<file path="config.mk">
export PLATFORM = sky130hd
export DESIGN_NAME = one_byte_uart_rx
export DESIGN_NICKNAME = d
export VERILOG_FILES = /design/src/rtl/one_byte_uart_rx.sv
export SDC_FILE = /design/constraint.sdc
export NUM_CORES = 1
export LEC_CHECK = 0
export ABC_AREA = 1
export BUFFER_PORTS_ARGS = -buffer_cell sky130_fd_sc_hd__buf_4
export CAP_MARGIN = 40
export CORE_MARGIN = 10
export CORE_UTILIZATION = 40
export DETAILED_ROUTE_END_ITERATION = 8
export PLACE_DENSITY = 0.62
export SYNTH_ARGS = -nofsm -noshare
export SYNTH_HDL_FRONTEND = slang
export SYNTH_SLANG_ARGS = --single-unit
</file>
<file path="constraint.sdc">
create_clock -name clk -period 4.58 [get_ports clk]
set_clock_uncertainty 0.2 [all_clocks]
set_input_delay 0.458 -clock clk [delete_from_list [all_inputs] [get_ports clk]]
set_output_delay 0.458 -clock clk [all_outputs]
set_load 0.005 [all_outputs]
</file>
<file path="src/rtl/one_byte_uart_rx.sv">
// 8N1 UART receiver: oversampled line, start-bit glitch rejection, mid-bit sampling, stop-bit check.
// Define UART_RX_PARITY_EN to add an even-parity bit between data and stop, reported on parity_err.
module one_byte_uart_rx #(
  parameter int CLK_FREQ   = 50000000,
  parameter int BAUD_RATE  = 115200,
  parameter int OVERSAMPLE = 16
) (
  input  logic       clk,
  input  logic       rst_n,
  input  logic       rx_in,
  output logic [7:0] rx_data,
  output logic       rx_valid,
  output logic       frame_err,
`ifdef UART_RX_PARITY_EN
  output logic       parity_err,
`endif
  output logic       busy
);

  localparam int DIV   = CLK_FREQ / (BAUD_RATE * OVERSAMPLE);
  localparam int DIV_W = (DIV > 1) ? $clog2(DIV) : 1;
  localparam int OS_W  = $clog2(OVERSAMPLE);
  localparam logic [DIV_W-1:0] DIV_LAST = DIV_W'(DIV - 1);
  localparam logic [OS_W-1:0]  OS_HALF  = OS_W'(OVERSAMPLE / 2 - 1);
  localparam logic [OS_W-1:0]  OS_LAST  = OS_W'(OVERSAMPLE - 1);

  typedef enum logic [2:0] {
    ST_IDLE   = 3'd0,
    ST_START  = 3'd1,
    ST_DATA   = 3'd2,
`ifdef UART_RX_PARITY_EN
    ST_PARITY = 3'd3,
`endif
    ST_STOP   = 3'd4
  } state_t;

  state_t            state, state_nxt;
  logic              rx_meta, rx_s, rx_d;
  logic [DIV_W-1:0]  div_cnt;
  logic [OS_W-1:0]   os_cnt;
  logic [2:0]        bit_cnt;
  logic [7:0]        shift_q;
  logic              par_q;
  logic              par_bad;
  logic              start_edge, os_tick;
  logic              start_go, samp, shift_en, par_en, clr_bits;
  logic              valid_nxt, ferr_nxt, perr_nxt;

  assign start_edge = rx_d & ~rx_s;
  assign os_tick    = (div_cnt == DIV_LAST);
  assign busy       = (state != ST_IDLE);

`ifdef UART_RX_PARITY_EN
  assign par_bad = ^{shift_q, par_q};
`else
  assign par_bad = 1'b0;
`endif

  always_ff @(posedge clk or negedge rst_n) begin
    if (!rst_n) state <= ST_IDLE;
    else        state <= state_nxt;
  end

  always_comb begin
    state_nxt = state;
    start_go  = 1'b0;
    samp      = 1'b0;
    shift_en  = 1'b0;
    par_en    = 1'b0;
    clr_bits  = 1'b0;
    valid_nxt = 1'b0;
    ferr_nxt  = 1'b0;
    perr_nxt  = 1'b0;
    case (state)
      ST_IDLE: begin
        if (start_edge) begin
          state_nxt = ST_START;
          start_go  = 1'b1;
        end
      end
      ST_START: begin
        // Mid start bit: a high line here means the falling edge was a glitch
        if (os_tick && os_cnt == OS_HALF) begin
          samp      = 1'b1;
          clr_bits  = 1'b1;
          state_nxt = rx_s ? ST_IDLE : ST_DATA;
        end
      end
      ST_DATA: begin
        if (os_tick && os_cnt == OS_LAST) begin
          samp     = 1'b1;
          shift_en = 1'b1;
          if (bit_cnt == 3'd7) begin
`ifdef UART_RX_PARITY_EN
            state_nxt = ST_PARITY;
`else
            state_nxt = ST_STOP;
`endif
          end
        end
      end
`ifdef UART_RX_PARITY_EN
      ST_PARITY: begin
        if (os_tick && os_cnt == OS_LAST) begin
          samp      = 1'b1;
          par_en    = 1'b1;
          state_nxt = ST_STOP;
        end
      end
`endif
      ST_STOP: begin
        // Return to IDLE at mid stop bit so a back-to-back start edge is not missed
        if (os_tick && os_cnt == OS_LAST) begin
          samp      = 1'b1;
          valid_nxt = rx_s & ~par_bad;
          ferr_nxt  = ~rx_s;
          perr_nxt  = par_bad;
          state_nxt = ST_IDLE;
        end
      end
      default: state_nxt = ST_IDLE;
    endcase
  end

  always_ff @(posedge clk or negedge rst_n) begin
    if (!rst_n) begin
      rx_meta   <= 1'b1;
      rx_s      <= 1'b1;
      rx_d      <= 1'b1;
      div_cnt   <= '0;
      os_cnt    <= '0;
      bit_cnt   <= '0;
      shift_q   <= '0;
      par_q     <= 1'b0;
      rx_data   <= 8'h00;
      rx_valid  <= 1'b0;
      frame_err <= 1'b0;
    end else begin
      rx_meta <= rx_in;
      rx_s    <= rx_meta;
      rx_d    <= rx_s;

      if (start_go || os_tick) div_cnt <= '0;
      else                     div_cnt <= div_cnt + 1'b1;

      if (start_go || samp || state == ST_IDLE) os_cnt <= '0;
      else if (os_tick)                         os_cnt <= os_cnt + 1'b1;

      if (clr_bits)      bit_cnt <= '0;
      else if (shift_en) bit_cnt <= bit_cnt + 1'b1;

      if (shift_en) shift_q <= {rx_s, shift_q[7:1]};
      if (par_en)   par_q   <= rx_s;

      if (valid_nxt) rx_data <= shift_q;
      rx_valid  <= valid_nxt;
      frame_err <= ferr_nxt;
    end
  end

`ifdef UART_RX_PARITY_EN
  always_ff @(posedge clk or negedge rst_n) begin
    if (!rst_n) parity_err <= 1'b0;
    else        parity_err <= perr_nxt;
  end
`else
  logic unused_perr;
  assign unused_perr = perr_nxt ^ par_en ^ par_q;
`endif

endmodule
</file>
After elaboration in Yosys (flattened, before gate mapping)

Cells that the tools add are included.

$add $sub $neg: 3
Reduce and logical (&&, ||, !) cells: 11
Muxes and demuxes: 23
Equal/unequal tests: 12
Bitwise logic cells: 2

Operator list:

| cell                | number |
|---|---|
| $mux 3              | 7 |
| $pmux 3 s4          | 1 |
| $mux 1              | 10 |
| $ne 2x2->1 const B  | 5 |
| $mux 4              | 2 |
| $eq 3x3->1 const B  | 2 |
| $add 5x1->5 const B | 1 |
| $eq 5x5->1 const B  | 1 |
| $mux 5              | 1 |
| $reduce_and 5->1    | 1 |
| $add 4x1->4 const B | 1 |
| $eq 4x3->1 const B  | 1 |
| $eq 4x4->1 const B  | 1 |
| $reduce_bool 2->1   | 2 |
| $add 3x1->3 const B | 1 |
| $eq 3x1->1 const B  | 1 |
| $eq 3x2->1 const B  | 1 |
| $logic_not 3->1     | 1 |
| $logic_or 1x1->1    | 3 |
| $reduce_bool 3->1   | 1 |
| $logic_and 1x1->1   | 2 |
| $mux 2              | 1 |
| $pmux 1 s2          | 1 |
| $reduce_or 2->1     | 1 |
| 2 further kinds     | 2 |

Bits of input ports: 3
Output and inout port bits: 11
Bits in registers: 36

Logic depth before layout (Yosys ltp)

Word-level depth: 7
Depth in mapped cells: 10
Depth with buffers taken out: 10

Worst setup path before layout

No wires, ideal clock.

Path type: register to register
Start: register div_cnt[0]
End: register rx_data[6]
Path buffers: 1
Period minus slack after synthesis: 1677 ps
Arrival: 1359 ps
Slack: 2903 ps
Library setup time: 117 ps
Required time: 4263 ps
Cell stages (with the launch flop): 11
Cell sequence: dfrtp_1 inv_1 ha_1 nand2_2 nor2_8 nand2_4 nor2_4 nand2_4 buf_6 nand2_1 o21ai_2

Longest elaborated chain between the ends: 4

RTL lines:

| what                   | RTL line | text |
|---|---|---|
| start, declared        | 39       | `logic [DIV_W-1:0] div_cnt;` |
| start signal, assigned | 144      | `else div_cnt <= div_cnt + 1'b1;` |
| $eq 5x5->1             | 50       | `assign os_tick = (div_cnt == DIV_LAST);` |
| $logic_and 1x1->1      | 113      | `if (os_tick && os_cnt == OS_LAST) begin` |
| $mux 1                 | 113      |  |
| $mux 1                 | 74       | `case (state)` |
| end signal, assigned   | 155      | `if (valid_nxt) rx_data <= shift_q;` |
| end, declared          | 11       | `output logic [7:0] rx_data,` |

Every way passes these cells.
A chain may end at the register's enable or synchronous reset.

Final worst setup path

Start: register state[2]
End: output busy

Longest elaborated chain between the ends: 1

RTL lines:

| what                   | RTL line | text |
|---|---|---|
| start, declared        | 37       | `state_t state, state_nxt;` |
| start signal, assigned | 61       | `else state <= state_nxt;` |
| $reduce_bool 3->1      | 51       | `assign busy = (state != ST_IDLE);` |
| end, declared          | 17       | `output logic busy` |

Every way passes these cells.

==> metrics.md <==
| Metric | Value |
|---|---|
| Post-synth top cells | `44 x nand2_1, 33 x dfrtp_1, 20 x inv_1` |
| # nets final | `197` |
| Ant. Diodes | `0` |
| Routability-driven placement congestion ratio | `0.851` |
| Post-synth EDFFs | `0` |
| Core box area | `3770 µm²` |
| GRT overflow | `0` |
| Overall Global Routing Usage | `8.63%` |
| Synth top area share | `51.3%` |
| Max FO, Critical Path | `5` |
| Largest net degree at the start of global routing | `37` |
| Final hold vios | `0` |
| Flops & latches, synth | `36` |
| Max H-tree Level | `2` |
| Number of setup buffers added after CTS | `0` |
| Cell with the most instances after synthesis | `nand2_1` |
| Synth Instances | `170` |
| Leak Pwr | `0.000974 µW` |
| Dpl cell area | `1750 µm²` |
| DR vias | `1127` |
| Worst skew pair latency | `0.29 ns` |
| Fmax | `523 MHz` |
| DRC | `0` |
| Vias in the first global route | `1149` |
| VDD IR max | `0.000211 V` |
| Finished Layout Cells | `238` |
| Io pins | `14` |
| Final min period | `1.91 ns` |
| Inserted Clock Buffers | `5` |
| CTS clock-pin slew for the worst setup and hold paths | `0.07 ns` |
| FFs w/ async S/R, synth | `100%` |
| Most used routing layer | `met2` |
| Yosys Warn Count | `0` |
| Total power | `755 µW` |
| Post-Syn Area | `1610 µm²` |
| Vias per std cell | `4.74` |
| Share of cells above drive strength 1 | `20.5%` |
| Worst setup SP type | `register` |
| Post-synth net total | `178` |
| Initial DRT Pass Iterations | `4` |
| Global-route wire length before repair | `5.02 mm` |
| Met3 usage | `4.30%` |
| PortBufs | `13` |
| Hold crit path type | `primary input to register` |
| Drt wl/cell | `11.4 µm` |
| Status | `finished, final reports clean` |
| Ys flop type | `dfrtp_1` |
| Post-Layout Inst Area | `1850 µm²` |
| Yosys cell types | `19` |
| Slowest cell on the critical path | `dfrtp_1` |
| Area of the die | `6960 µm²` |
| Placed Cells | `229` |
| WP buf/inv | `2` |
| Slew Viols, Final | `0` |
| Worst path required time | `3.92 ns` |
| MaxCap Viol Count | `0` |
| CTS tree | `yes` |
| CTS Sinks | `36` |
| CP delay by family, top | `flip-flops` |
| Initial core utilization | `42.7%` |
| Crit path kind | `register to output pin` |
| Relative slew slack | `60.7%` |
| Unrepaired setup endpoints after global routing | `false` |
| Die width | `83.4 µm` |
| Slew @ Worst Pin | `0.584 ns` |
| Final Setup Violations | `0` |
| GRT met2 Usage | `13.3%` |
| Setup crit end kind | `output pin` |
| Mean post-synth cell area | `9.46 µm²` |
| Initial antenna violation count | `0` |
| Yosys top cell by area | `dfrtp_1` |
| Overall routed net length | `2.72 mm` |
| Final worst-path cycle share | `41.7%` |
| Cell breakdown of the critical path | `nor3_1 > inv_1 > buf_4` |
| ANT nets after route | `0` |
| Critical Path AT | `1.25 ns` |
| Clock buffer depth | `2` |
| Cell Rows | `22` |
| Setup_tns | `0 ns` |
| Drt first-iter violations | `100` |
| Root buffer cell | `clkbuf_8` |
| Register area share after synthesis | `56.2%` |
| Slowest stage delay, CP | `0.43 ns` |
| Met1 usage | `9.62%` |
| Post-DP HPWL | `1.96 mm` |
| PwrDens | `409 nW/µm²` |
| Synth top area cells | `dfrtp_1 51%, nand2_1 10%, dfstp_2 4.9%` |
| Die Ht | `83.4 µm` |
| Layout area overhead | `14.7%` |
repair_timing:
action                    4_1_cts  5_1_grt
hold buffers                    1        0
resized for setup               0        0
hold endpoints to repair       33        0
registers in the layout, indices dropped and copies added, names as in the netlist:
name / count
rx_s: 1
rx_d: 1
shift_q: 8
os_cnt: 4
rx_valid: 1
rx_data: 8
bit_cnt: 3
rx_meta: 1
state: 3
frame_err: 1
div_cnt: 5
cell type report:
cell class	instances	area, µm²
Multi-Input combinational cell	112	611
Clock inverter	3	18.8
Fill cell	347	1930
Clock buffer	5	68.8
Timing Repair Buffer	14	108
Tap cell	48	60.1
Sequential cell	36	905
Inverter	20	75.1
through the flow:
| stage | setup slack, ns | utilization (%) | hold WS, ns |
|---|---|---|---|
| 2_1_floorplan | 2.90 | - | -0.0376 |
| 3_3_place_gp | 2.86 | 46.4 | 0.147 |
| 3_5_place_dp | 2.80 | 46.4 | 0.150 |
| 4_1_cts | 2.65 | 48.9 | 0.0630 |
| 5_1_grt | 2.59 | 48.9 | 0.0550 |
| 6_report | 2.67 | 48.9 | 0.0715 |
layout by cell type, fill, tap and decap left out:
cell type / instances
dlygate4sd3_1: 1
nor3_1: 4
inv_1: 20
o21ai_0: 13
ha_1: 5
nand2_4: 2
nand4_1: 2
nand3_1: 11
clkinv_2: 2
xnor2_1: 1
dfrtp_1: 33
nand2_2: 4
dfstp_2: 3
buf_4: 13
xor2_1: 3
nor2_4: 2
o21ai_2: 6
nor2_8: 1
nor2_1: 14
nand2_1: 44
clkinv_4: 1
clkbuf_8: 5
cells by family after synthesis:
family	Yosys count	synth area share, %
buffers and inverters	22	5.83
DFF	36	56.2
adders and majority gates	5	3.89
and+or+nand+nor	84	24.6
xor gates and xnor gates	4	2.18
AOI/OAI and AO/OA	19	7.31
path summary, 6_finish.rpt:
check,startpoint,end,slack [ns],cells past startpoint
hold reg to reg,rx_meta,rx_s,0.16,0
setup / recovery,state[2],busy,2.67,3
setup reg to reg,div_cnt[0],rx_data[0],2.81,10
max in group asynchronous,rst_n,rx_d,3.39,2
hold / removal,rx_in,rx_meta,0.07,1
min in group asynchronous,rst_n,div_cnt[0],0.45,2
per-layer routing:
| layer | wire length [µm] | up-vias |
|---|---|---|
| li1 | - | 571 |
| met1 | 1240 | 530 |
| met2 | 1240 | 21 |
| met3 | 174 | 5 |
| met4 | 55 | 0 |
| met5 | 0 | - |
power breakdown:
part	total, µW	internal [µW]	switching, µW	leakage (µW)
logic	153	57.1	95.5	0.000444
clock network	218	106	112	0.0000479
registers	384	351	32.8	0.000482
total	755	514	241	0.000974
No activity file was read; power rests on OpenSTA's default activity.
